$ cat src/rtl/present80_pkg.sv
// Shared definitions for the PRESENT-80 Wishbone controller and its round unit:
// register map, control/status bit positions, FSM encoding, widths and the S-box.
package present80_pkg;

  localparam int STATE_W = 64;
  localparam int KEY_W   = 80;
  localparam int RND_W   = 5;

  // Byte offsets inside the 64-byte register window
  localparam logic [5:0] OFS_CTRL   = 6'h00;
  localparam logic [5:0] OFS_STATUS = 6'h04;
  localparam logic [5:0] OFS_PT_LO  = 6'h08;
  localparam logic [5:0] OFS_PT_HI  = 6'h0C;
  localparam logic [5:0] OFS_KEY0   = 6'h10;
  localparam logic [5:0] OFS_KEY1   = 6'h14;
  localparam logic [5:0] OFS_KEY2   = 6'h18;
  localparam logic [5:0] OFS_CT_LO  = 6'h1C;
  localparam logic [5:0] OFS_CT_HI  = 6'h20;

  // CTRL / STATUS bit positions
  localparam int CTRL_START   = 0;
  localparam int CTRL_IRQ_EN  = 1;
  localparam int STAT_BUSY    = 0;
  localparam int STAT_DONE    = 1;
  localparam int STAT_RND_LSB = 4;

  typedef enum logic [1:0] {
    FSM_IDLE  = 2'd0,
    FSM_ROUND = 2'd1,
    FSM_FINAL = 2'd2
  } fsm_e;

  // PRESENT 4-bit S-box
  function automatic logic [3:0] sbox4(input logic [3:0] x);
    logic [3:0] y;
    case (x)
      4'h0: y = 4'hC;
      4'h1: y = 4'h5;
      4'h2: y = 4'h6;
      4'h3: y = 4'hB;
      4'h4: y = 4'h9;
      4'h5: y = 4'h0;
      4'h6: y = 4'hA;
      4'h7: y = 4'hD;
      4'h8: y = 4'h3;
      4'h9: y = 4'hE;
      4'hA: y = 4'hF;
      4'hB: y = 4'h8;
      4'hC: y = 4'h4;
      4'hD: y = 4'h7;
      4'hE: y = 4'h1;
      4'hF: y = 4'h2;
      default: y = 4'h0;
    endcase
    return y;
  endfunction

  // Merge a 32-bit write into an existing word under per-byte enables
  function automatic logic [31:0] byte_merge(input logic [31:0] old_w,
                                             input logic [31:0] new_w,
                                             input logic [3:0]  sel);
    logic [31:0] r;
    r = old_w;
    for (int b = 0; b < 4; b++) begin
      r[8*b +: 8] = sel[b] ? new_w[8*b +: 8] : old_w[8*b +: 8];
    end
    return r;
  endfunction

endpackage

$ cat src/rtl/present80_wb_ctrl_if.sv
// Wishbone slave bus bundle (caravel MGMT port naming) with master/slave views.
interface present80_wb_ctrl_if;
  logic        wbs_stb_i;
  logic        wbs_cyc_i;
  logic        wbs_we_i;
  logic [3:0]  wbs_sel_i;
  logic [31:0] wbs_adr_i;
  logic [31:0] wbs_dat_i;
  logic        wbs_ack_o;
  logic [31:0] wbs_dat_o;

  modport master (
    output wbs_stb_i, wbs_cyc_i, wbs_we_i, wbs_sel_i, wbs_adr_i, wbs_dat_i,
    input  wbs_ack_o, wbs_dat_o
  );

  modport slave (
    input  wbs_stb_i, wbs_cyc_i, wbs_we_i, wbs_sel_i, wbs_adr_i, wbs_dat_i,
    output wbs_ack_o, wbs_dat_o
  );
endinterface

$ cat src/rtl/present80_wb_ctrl.sv
// Wishbone register front-end and round sequencer for a PRESENT-80 round unit
// that lives outside this block. One round per cycle, then a key whitening.
module present80_wb_ctrl
  import present80_pkg::*;
#(
  parameter logic [31:0] BASE_ADR = 32'h3000_0000,
  parameter int          NROUNDS  = 31
) (
  input  logic                wb_clk_i,
  input  logic                wb_rst_i,
  present80_wb_ctrl_if.slave  wbs,
  output logic [2:0]          irq,
  output logic [15:0]         io_out,
  output logic [15:0]         io_oeb,
  output logic [STATE_W-1:0]  rnd_state_o,
  output logic [KEY_W-1:0]    rnd_key_o,
  output logic [RND_W-1:0]    rnd_ctr_o,
  input  logic [STATE_W-1:0]  rnd_state_i,
  input  logic [KEY_W-1:0]    rnd_key_i
);

  localparam logic [RND_W-1:0] LAST_RND = RND_W'(NROUNDS);

  fsm_e               fsm_q, fsm_d;
  logic [STATE_W-1:0] pt_q, pt_d;
  logic [KEY_W-1:0]   kin_q, kin_d;
  logic [STATE_W-1:0] ct_q, ct_d;
  logic [STATE_W-1:0] state_q, state_d;
  logic [KEY_W-1:0]   key_q, key_d;
  logic [RND_W-1:0]   round_q, round_d;
  logic               irq_en_q, irq_en_d;
  logic               done_q, done_d;
  logic               ack_q, ack_d;
  logic [31:0]        dat_q, dat_d;
  logic               irq_q, irq_d;

  logic        sel_s, acc_s, wr_s, busy_s, start_s, w1c_s;
  logic [5:0]  ofs_s;
  logic [3:0]  wsel_s;
  logic [31:0] rdata_s, merged_s;
  logic        unused_s;

  assign busy_s   = (fsm_q != FSM_IDLE);
  assign sel_s    = wbs.wbs_cyc_i & wbs.wbs_stb_i &
                    (wbs.wbs_adr_i[31:6] == BASE_ADR[31:6]);
  // An access completes on the edge that raises ack; back-to-back selects
  // therefore see at most one ack every two cycles.
  assign acc_s    = sel_s & ~ack_q;
  assign wr_s     = acc_s & wbs.wbs_we_i;
  assign ofs_s    = {wbs.wbs_adr_i[5:2], 2'b00};
  // Operand registers are frozen while an encryption runs
  assign wsel_s   = wbs.wbs_sel_i & {4{~busy_s}};
  assign unused_s = ^wbs.wbs_adr_i[1:0];

  // Read mux over the register window; unmapped offsets read zero
  always_comb begin
    rdata_s = 32'h0;
    case (ofs_s)
      OFS_CTRL:   rdata_s[CTRL_IRQ_EN] = irq_en_q;
      OFS_STATUS: begin
        rdata_s[STAT_BUSY]                = busy_s;
        rdata_s[STAT_DONE]                = done_q;
        rdata_s[STAT_RND_LSB +: RND_W]    = round_q;
      end
      OFS_PT_LO:  rdata_s = pt_q[31:0];
      OFS_PT_HI:  rdata_s = pt_q[63:32];
      OFS_KEY0:   rdata_s = kin_q[31:0];
      OFS_KEY1:   rdata_s = kin_q[63:32];
      OFS_KEY2:   rdata_s = {16'h0, kin_q[79:64]};
      OFS_CT_LO:  rdata_s = ct_q[31:0];
      OFS_CT_HI:  rdata_s = ct_q[63:32];
      default:    rdata_s = 32'h0;
    endcase
  end

  // Register writes: operand updates, IRQ enable, START pulse and DONE clear
  always_comb begin
    pt_d     = pt_q;
    kin_d    = kin_q;
    irq_en_d = irq_en_q;
    start_s  = 1'b0;
    w1c_s    = 1'b0;
    merged_s = 32'h0;
    if (wr_s) begin
      case (ofs_s)
        OFS_CTRL: begin
          start_s  = wbs.wbs_sel_i[0] & wbs.wbs_dat_i[CTRL_START];
          irq_en_d = wbs.wbs_sel_i[0] ? wbs.wbs_dat_i[CTRL_IRQ_EN] : irq_en_q;
        end
        OFS_STATUS: w1c_s = wbs.wbs_sel_i[0] & wbs.wbs_dat_i[STAT_DONE];
        OFS_PT_LO: begin
          merged_s    = byte_merge(pt_q[31:0], wbs.wbs_dat_i, wsel_s);
          pt_d[31:0]  = merged_s;
        end
        OFS_PT_HI: begin
          merged_s    = byte_merge(pt_q[63:32], wbs.wbs_dat_i, wsel_s);
          pt_d[63:32] = merged_s;
        end
        OFS_KEY0: begin
          merged_s     = byte_merge(kin_q[31:0], wbs.wbs_dat_i, wsel_s);
          kin_d[31:0]  = merged_s;
        end
        OFS_KEY1: begin
          merged_s     = byte_merge(kin_q[63:32], wbs.wbs_dat_i, wsel_s);
          kin_d[63:32] = merged_s;
        end
        OFS_KEY2: begin
          merged_s     = byte_merge({16'h0, kin_q[79:64]}, wbs.wbs_dat_i, wsel_s);
          kin_d[79:64] = merged_s[15:0];
        end
        default: merged_s = 32'h0;
      endcase
    end else begin
      merged_s = 32'h0;
    end
  end

  // Round sequencer: load on START, 31 round updates, then whitening into CT
  always_comb begin
    fsm_d   = fsm_q;
    state_d = state_q;
    key_d   = key_q;
    round_d = round_q;
    ct_d    = ct_q;
    done_d  = done_q & ~w1c_s;
    case (fsm_q)
      FSM_IDLE: begin
        if (start_s) begin
          state_d = pt_q;
          key_d   = kin_q;
          round_d = 5'd1;
          done_d  = 1'b0;
          fsm_d   = FSM_ROUND;
        end else begin
          fsm_d   = FSM_IDLE;
        end
      end
      FSM_ROUND: begin
        state_d = rnd_state_i;
        key_d   = rnd_key_i;
        if (round_q >= LAST_RND) begin
          round_d = round_q;
          fsm_d   = FSM_FINAL;
        end else begin
          round_d = round_q + 5'd1;
          fsm_d   = FSM_ROUND;
        end
      end
      FSM_FINAL: begin
        ct_d   = state_q ^ key_q[79:16];
        done_d = 1'b1;
        fsm_d  = FSM_IDLE;
      end
      default: fsm_d = FSM_IDLE;
    endcase
  end

  // Bus response and interrupt, computed from next-state values so irq tracks DONE
  always_comb begin
    ack_d = acc_s;
    dat_d = (acc_s & ~wbs.wbs_we_i) ? rdata_s : 32'h0;
    irq_d = done_d & irq_en_d;
  end

  // State registers
  always_ff @(posedge wb_clk_i or posedge wb_rst_i) begin
    if (wb_rst_i) begin
      fsm_q    <= FSM_IDLE;
      pt_q     <= 64'h0;
      kin_q    <= 80'h0;
      ct_q     <= 64'h0;
      state_q  <= 64'h0;
      key_q    <= 80'h0;
      round_q  <= 5'd0;
      irq_en_q <= 1'b0;
      done_q   <= 1'b0;
      ack_q    <= 1'b0;
      dat_q    <= 32'h0;
      irq_q    <= 1'b0;
    end else begin
      fsm_q    <= fsm_d;
      pt_q     <= pt_d;
      kin_q    <= kin_d;
      ct_q     <= ct_d;
      state_q  <= state_d;
      key_q    <= key_d;
      round_q  <= round_d;
      irq_en_q <= irq_en_d;
      done_q   <= done_d;
      ack_q    <= ack_d;
      dat_q    <= dat_d;
      irq_q    <= irq_d;
    end
  end

  assign wbs.wbs_ack_o = ack_q;
  assign wbs.wbs_dat_o = dat_q;
  assign irq           = {2'b00, irq_q};
  assign io_out        = {14'h0, done_q, busy_s};
  assign io_oeb        = 16'hFFFC;
  assign rnd_state_o   = state_q;
  assign rnd_key_o     = key_q;
  assign rnd_ctr_o     = round_q;

endmodule

$ cat src/flat_wrapper.sv
// flat-port wrapper written by rule: the top's interface ports become plain ports
module present80_wb_ctrl_flat import present80_pkg::*;
#(
  parameter logic [31:0] BASE_ADR = 32'h3000_0000,
  parameter int          NROUNDS  = 31
)
  (wb_clk_i, wb_rst_i, irq, io_out, io_oeb, rnd_state_o, rnd_key_o, rnd_ctr_o, rnd_state_i, rnd_key_i, wbs_wbs_stb_i, wbs_wbs_cyc_i, wbs_wbs_we_i, wbs_wbs_sel_i, wbs_wbs_adr_i, wbs_wbs_dat_i, wbs_wbs_ack_o, wbs_wbs_dat_o);
  present80_wb_ctrl_if wbs_i ();
  input  logic wb_clk_i;
  input  logic wb_rst_i;
  output logic [2:0] irq;
  output logic [15:0] io_out;
  output logic [15:0] io_oeb;
  output logic [STATE_W-1:0] rnd_state_o;
  output logic [KEY_W-1:0] rnd_key_o;
  output logic [RND_W-1:0] rnd_ctr_o;
  input  logic [STATE_W-1:0] rnd_state_i;
  input  logic [KEY_W-1:0] rnd_key_i;
  input wire logic [$bits(wbs_i.wbs_stb_i)-1:0] wbs_wbs_stb_i;
  input wire logic [$bits(wbs_i.wbs_cyc_i)-1:0] wbs_wbs_cyc_i;
  input wire logic [$bits(wbs_i.wbs_we_i)-1:0] wbs_wbs_we_i;
  input wire logic [$bits(wbs_i.wbs_sel_i)-1:0] wbs_wbs_sel_i;
  input wire logic [$bits(wbs_i.wbs_adr_i)-1:0] wbs_wbs_adr_i;
  input wire logic [$bits(wbs_i.wbs_dat_i)-1:0] wbs_wbs_dat_i;
  output wire logic [$bits(wbs_i.wbs_ack_o)-1:0] wbs_wbs_ack_o;
  output wire logic [$bits(wbs_i.wbs_dat_o)-1:0] wbs_wbs_dat_o;
  assign wbs_i.wbs_stb_i = wbs_wbs_stb_i;
  assign wbs_i.wbs_cyc_i = wbs_wbs_cyc_i;
  assign wbs_i.wbs_we_i = wbs_wbs_we_i;
  assign wbs_i.wbs_sel_i = wbs_wbs_sel_i;
  assign wbs_i.wbs_adr_i = wbs_wbs_adr_i;
  assign wbs_i.wbs_dat_i = wbs_wbs_dat_i;
  assign wbs_wbs_ack_o = wbs_i.wbs_ack_o;
  assign wbs_wbs_dat_o = wbs_i.wbs_dat_o;
  present80_wb_ctrl #(.BASE_ADR(BASE_ADR), .NROUNDS(NROUNDS)) u_core (.wb_clk_i(wb_clk_i), .wb_rst_i(wb_rst_i), .wbs(wbs_i), .irq(irq), .io_out(io_out), .io_oeb(io_oeb), .rnd_state_o(rnd_state_o), .rnd_key_o(rnd_key_o), .rnd_ctr_o(rnd_ctr_o), .rnd_state_i(rnd_state_i), .rnd_key_i(rnd_key_i));
endmodule
$ cat config.mk
export PLATFORM = sky130hd
export DESIGN_NAME = present80_wb_ctrl_flat
export DESIGN_NICKNAME = d
export VERILOG_FILES = /design/src/rtl/present80_pkg.sv /design/src/rtl/present80_wb_ctrl_if.sv /design/src/rtl/present80_wb_ctrl.sv /design/src/flat_wrapper.sv
export SDC_FILE = /design/constraint.sdc
export NUM_CORES = 1
export LEC_CHECK = 0
export ABC_AREA = 1
export BUFFER_PORTS_ARGS = -buffer_cell sky130_fd_sc_hd__buf_2
export CAP_MARGIN = 5
export CORE_ASPECT_RATIO = 1.2
export CORE_UTILIZATION = 57
export DETAILED_ROUTE_END_ITERATION = 10
export PLACE_DENSITY = 0.84
export SLEW_MARGIN = 20
export SYNTH_ARGS = -nofsm -noshare
export SYNTH_HDL_FRONTEND = slang
export SYNTH_SLANG_ARGS = --single-unit
$ cat constraint.sdc
create_clock -name wb_clk_i -period 31.3 [get_ports wb_clk_i]
set_input_delay 3.13 -clock wb_clk_i [delete_from_list [all_inputs] [get_ports wb_clk_i]]
set_output_delay 3.13 -clock wb_clk_i [all_outputs]
set_load 0.01 [all_outputs]
# Yosys cells after proc, flatten, opt, wreduce, memory -nomap -nowiden
# Cells that the tools add are included.
totals:
  ff_bits: 395
  output_inout_bits: 217
  in_bits: 217
op_classes:
  order_cmp: 1
  muxes: 25
  bitwise_logic: 15
  n_eq_ne: 13
  n_reduce_logical: 24
  add_sub_neg: 1
op_table:
  columns: ["op", "count"]
  rows:
  - ["$pmux 23 s7", 1]
  - ["$pmux 80 s2", 1]
  - ["$pmux 64 s2", 1]
  - ["$mux 80", 1]
  - ["$mux 64", 1]
  - ["$xor 64x64->64", 1]
  - ["$reduce_and 3->1", 19]
  - ["$pmux 5 s8", 1]
  - ["$mux 32", 1]
  - ["$eq 26x24->1 const B", 1]
  - ["$eq 4x3->1 const B", 4]
  - ["$pmux 2 s7", 1]
  - ["$mux 5", 2]
  - ["$pmux 5 s2", 1]
  - ["$and 1x1->1", 9]
  - ["$mux 1", 9]
  - ["$pmux 1 s9", 1]
  - ["$eq 4x2->1 const B", 2]
  - ["$pmux 1 s8", 1]
  - ["$logic_not 6->1", 1]
  - ["$add 5x1->5 const B", 1]
  - ["$ge 5x5->1 const B", 1]
  - ["$and 4x4->4", 1]
  - ["$eq 4x1->1 const B", 1]
  - ["other kinds (12)", 16]

# Logic depth before layout (Yosys ltp)
depth:
  depth_word: 10
  mapped_depth: 13
  depth_no_buf: 11

# Worst setup path after synthesis
# OpenSTA, ideal clock, no wires.
synth_timing:
  kind: "in2reg"
  start: "input wbs_wbs_adr_i[17]"
  end: "register u_core.kin_q[1]"
  path_buffers: 2
  setup_ns: 0.128
  arrival_time_ns: 4.264
  stages: 12
  path_slack_ns: 26.908
  cell_sequence: "nor2_1 nand2_1 nor2_1 nand2_1 nor2_4 nand2_2 clkinv_4 buf_12 nand3_4 buf_6 nand2_1 o21ai_0"
synth_between:
  elab_chain_cells: 5
synth_lines:
  columns: ["item", "line", "rtl"]
  rows:
  - ["start, declared", "flat_wrapper.sv:23", "input wire logic [$bits(wbs_i.wbs_adr_i)-1:0] wbs_wbs_adr_i;"]
  - ["$eq 26x24->1", "present80_wb_ctrl.sv:45", "(wbs.wbs_adr_i[31:6] == BASE_ADR[31:6]);"]
  - ["$and 1x1->1", "present80_wb_ctrl.sv:44", "assign sel_s = wbs.wbs_cyc_i & wbs.wbs_stb_i &"]
  - ["$and 1x1->1", "present80_wb_ctrl.sv:48", "assign acc_s = sel_s & ~ack_q;"]
  - ["net u_core.acc_s", "present80_wb_ctrl.sv:37", "logic sel_s, acc_s, wr_s, busy_s, start_s, w1c_s;"]
  - ["$and 1x1->1", "present80_wb_ctrl.sv:49", "assign wr_s = acc_s & wbs.wbs_we_i;"]
  - ["$reduce_and 3->1 (no source line)", null, null]
  - ["end signal, assigned", "present80_wb_ctrl.sv:183", "kin_q <= kin_d;"]
  - ["end, declared", "present80_wb_ctrl.sv:26", "logic [KEY_W-1:0] kin_q, kin_d;"]
# The timed path passes the listed nets, and every way through them passes these cells.
# A chain may end at the register's enable or synchronous reset.

# Worst setup path after layout
layout_timing:
  start: "input wbs_wbs_adr_i[5]"
  end: "register u_core.key_q[37], in the netlist u_core.rnd_key_o[37]"
layout_between:
  elab_chain_cells: 5
layout_lines:
  columns: ["item", "line", "rtl"]
  rows:
  - ["$logic_not 6->1", "present80_wb_ctrl.sv:85", "case (ofs_s)"]
  - ["$mux 1", "present80_wb_ctrl.sv:85", null]
  - ["$mux 1", "present80_wb_ctrl.sv:84", "if (wr_s) begin"]
  - ["$ne 2x1->1 (no source line)", null, null]
  - ["$reduce_and 2->1 (no source line)", null, null]
  - ["end signal, assigned", "present80_wb_ctrl.sv:186", "key_q <= key_d;"]
  - ["end, declared", "present80_wb_ctrl.sv:29", "logic [KEY_W-1:0] key_q, key_d;"]
# Every way passes these cells.

==> results.ini <==
[clock_network]
cts_setup_buffers=0
hold_buffers=0
clk_latency_ps=550
cts_buffer_depth=3
htreeDepth=2
clockRootBuffer=clkbuf_16
tritoncts=yes
clock-sinks=395
clkTransAtPathRegs_ps=70
cts_resized=0
numCtsBuffers=40

[run_status]
status=complete, no violations

[die]
coreArea_mm2=0.03243
die_x_um=168.4
fp.dieH_um=201.6
io_pins=434
start_util_pct=58.37
die-area_mm2=0.03394
rows=72

[critical_path]
cp.required_ps=31780
crit_path_start_kind=input pin
critPathMaxFanout=80
worstSetupEndpointType=flop
setup.worst_path.class=in2reg
critical_path_arrival_ps=6040
reg2reg_depth=9

[min_path]
holdPathStages=2
hold_path_class=reg2reg

[place]
dp_hpwl_um=47860
place_inst=3064
gp_congestion=0.9372
io_buffer_count=399
dp_worst_setup_slack_ps=25310

[power]
p_per_area_mw_per_mm2=50.09
p_leak_uw=0.01141
peakVddDrop_mv=0.03816
power.total_uw=1105

[cells_and_area]
nNetsFinal=2918
synthToLayoutAreaGrowth_pct=16.58
layout-drive-gt1-share_pct=18.65
fin_cells=3132

[route]
vias=18199
via_per_inst=5.811
drc=0
ant_nets=0
dr.pass1.iters=8
drt_wl_total_um=67180
drtIter0Drc=2033
routedWlPerCell_um=21.45

[timing]
setup_viol=0
rsz0062_at_grt=no
max_slew_margin_pct=27.41
setup_tns_ps=0
fmax_mhz=179.8
fin_crit_sh_pct=17.77
fin_crit_ps=5561
tightest_slew_ps=1089
finalHoldViolCount=0
final_max_slew_viol_count=0
fin_ws_ps=25740
fin_skew_ps=12.96

[logic_synthesis]
syn_avg_cell_area_um2=7.967
synth.area.top_cells=dfrtp_1 52%, nand2_1 21%, o21ai_0 6.0%, nand3_1 4.7%, xnor2_1 3.0%
yosysSeqAreaShare_pct=52.22
synth.most_common_cell=nand2_1
netlist-cell-type-count=36
synthCells=2376
ys_seq_elements=395
synth_ff_type=dfrtp_1
synth_commonest_cells=1072 x nand2_1, 395 x dfrtp_1, 226 x o21ai_0
post-synth-top-area-cell=dfrtp_1
yosys_warnings=0
async_reset_ff_share_pct=100.0
netlist_area_mm2=0.01893
synth_edf_count=0
yosysTopAreaCellShare_pct=52.22

[job]
drv_cap=0

[global_route]
first_global_vias=17032
grt.busiest_layer=met2
grt_pass1_wl_um=100900
grt.met1_usage_pct=55.62
grt_max_degree=175
antenna_found_initial=2
grt_use_total_pct=39.65
grt_use_met2_pct=59.31
grt_overflow=0
grt_use_met3_pct=6.589

[where the power goes]
group / leakage [uW] / internal [uW] / total (uW) / switching (uW)
combinational: 0.00578 / 32.2 / 83.1 / 50.9
clock: 0.000622 / 270 / 476 / 206
sequential: 0.00501 / 529 / 546 / 17.5
[per-layer routing]
metal | share of wire (%) | up-vias
met2 | 44 | 1176
met1 | 40 | 8685
met3 | 10 | 193
met5 | 0 | -
met4 | 5.8 | 0
li1 | - | 8145
[kinds of logic after synthesis]
group | share of synthesized area, %
AOI/OAI and AO/OA | 8.665
and+or+nand+nor | 29.10
xor gates and xnor gates | 3.007
DFF | 52.22
buffers and inverters | 6.835
adders and majority gates | 0.1322
other | 0.03967
[layout make-up]
| type | count | area, um2 |
|---|---|---|
| clock inverter | 18 | 188.9 |
| multi-input combinational | 1755 | 7893 |
| inverter | 90 | 357.8 |
| clock buffer | 49 | 1076 |
| sequential | 395 | 9884 |
| tap | 407 | 509.2 |
| antenna | 1 | 2.502 |
| timing repair buffer | 417 | 2157 |
| fill | 2785 | 10360 |
[worst max-delay path, stage by stage]
cell and delay, ps:
buf_2 140, nor2_4 170, nand2_1 110, nor2_2 130, inv_2 50, nor2_1 160
nand4_4 140, nand2_4 670, buf_4 730, nand2_1 370, nand2_1 140
[sequential cells by signal (all words and copies together) (netlist names), 2 cells and up]
name                  flops
u_core.kin_q             80
u_core.rnd_state_o       64
u_core.wbs.wbs_dat_o     32
u_core.pt_q              64
u_core.rnd_key_o         80
u_core.fsm_q              2
u_core.rnd_ctr_o          5
u_core.ct_q              64
[path summary, 6_finish.rpt]
path                                  startpoint                       end  slack (ps)
worst max register to register   u_core.fsm_q[0]      u_core.rnd_key_o[24]       27550
worst min-delay path             u_core.ct_q[18]           u_core.ct_q[18]         490
max in group asynchronous               wb_rst_i  u_core.wbs.wbs_dat_o[24]       26370
worst max-delay path            wbs_wbs_adr_i[5]      u_core.rnd_key_o[37]       25740
min in group asynchronous               wb_rst_i      u_core.rnd_key_o[21]        2700
worst min register to register   u_core.ct_q[18]           u_core.ct_q[18]         490
[cell usage in the layout, fill, tap and decap left out, types with 3 or more instances in the layout]
| cell | n |
|---|---|
| a21oi_1 | 32 |
| a22o_1 | 18 |
| buf_2 | 399 |
| buf_4 | 16 |
| bufinv_16 | 3 |
| clkbuf_1 | 6 |
| clkbuf_16 | 41 |
| clkinv_1 | 3 |
| clkinv_2 | 8 |
| clkinv_4 | 5 |
| conb_1 | 32 |
| dfrtp_1 | 395 |
| inv_1 | 81 |
| inv_2 | 3 |
| nand2_1 | 1071 |
| nand3_1 | 177 |
| nand3_4 | 9 |
| nand4_1 | 9 |
| nor2_1 | 56 |
| nor2_2 | 4 |
| nor2_4 | 6 |
| nor3_1 | 9 |
| o2111ai_1 | 4 |
| o21ai_0 | 226 |
| o21ai_1 | 19 |
| o22ai_1 | 4 |
| xnor2_1 | 65 |
[through the flow]
step	util [%]	area [um2]	hold slack (ps)
after floorplan	-	19040	453.0
after global placement	64.08	20780	466.6
after detailed placement	64.14	20800	473.2
after CTS	68.04	22070	488.5
after global routing	68.04	22070	503.4
final	68.05	22070	489.6
No activity file was read; power rests on OpenSTA's default activity.
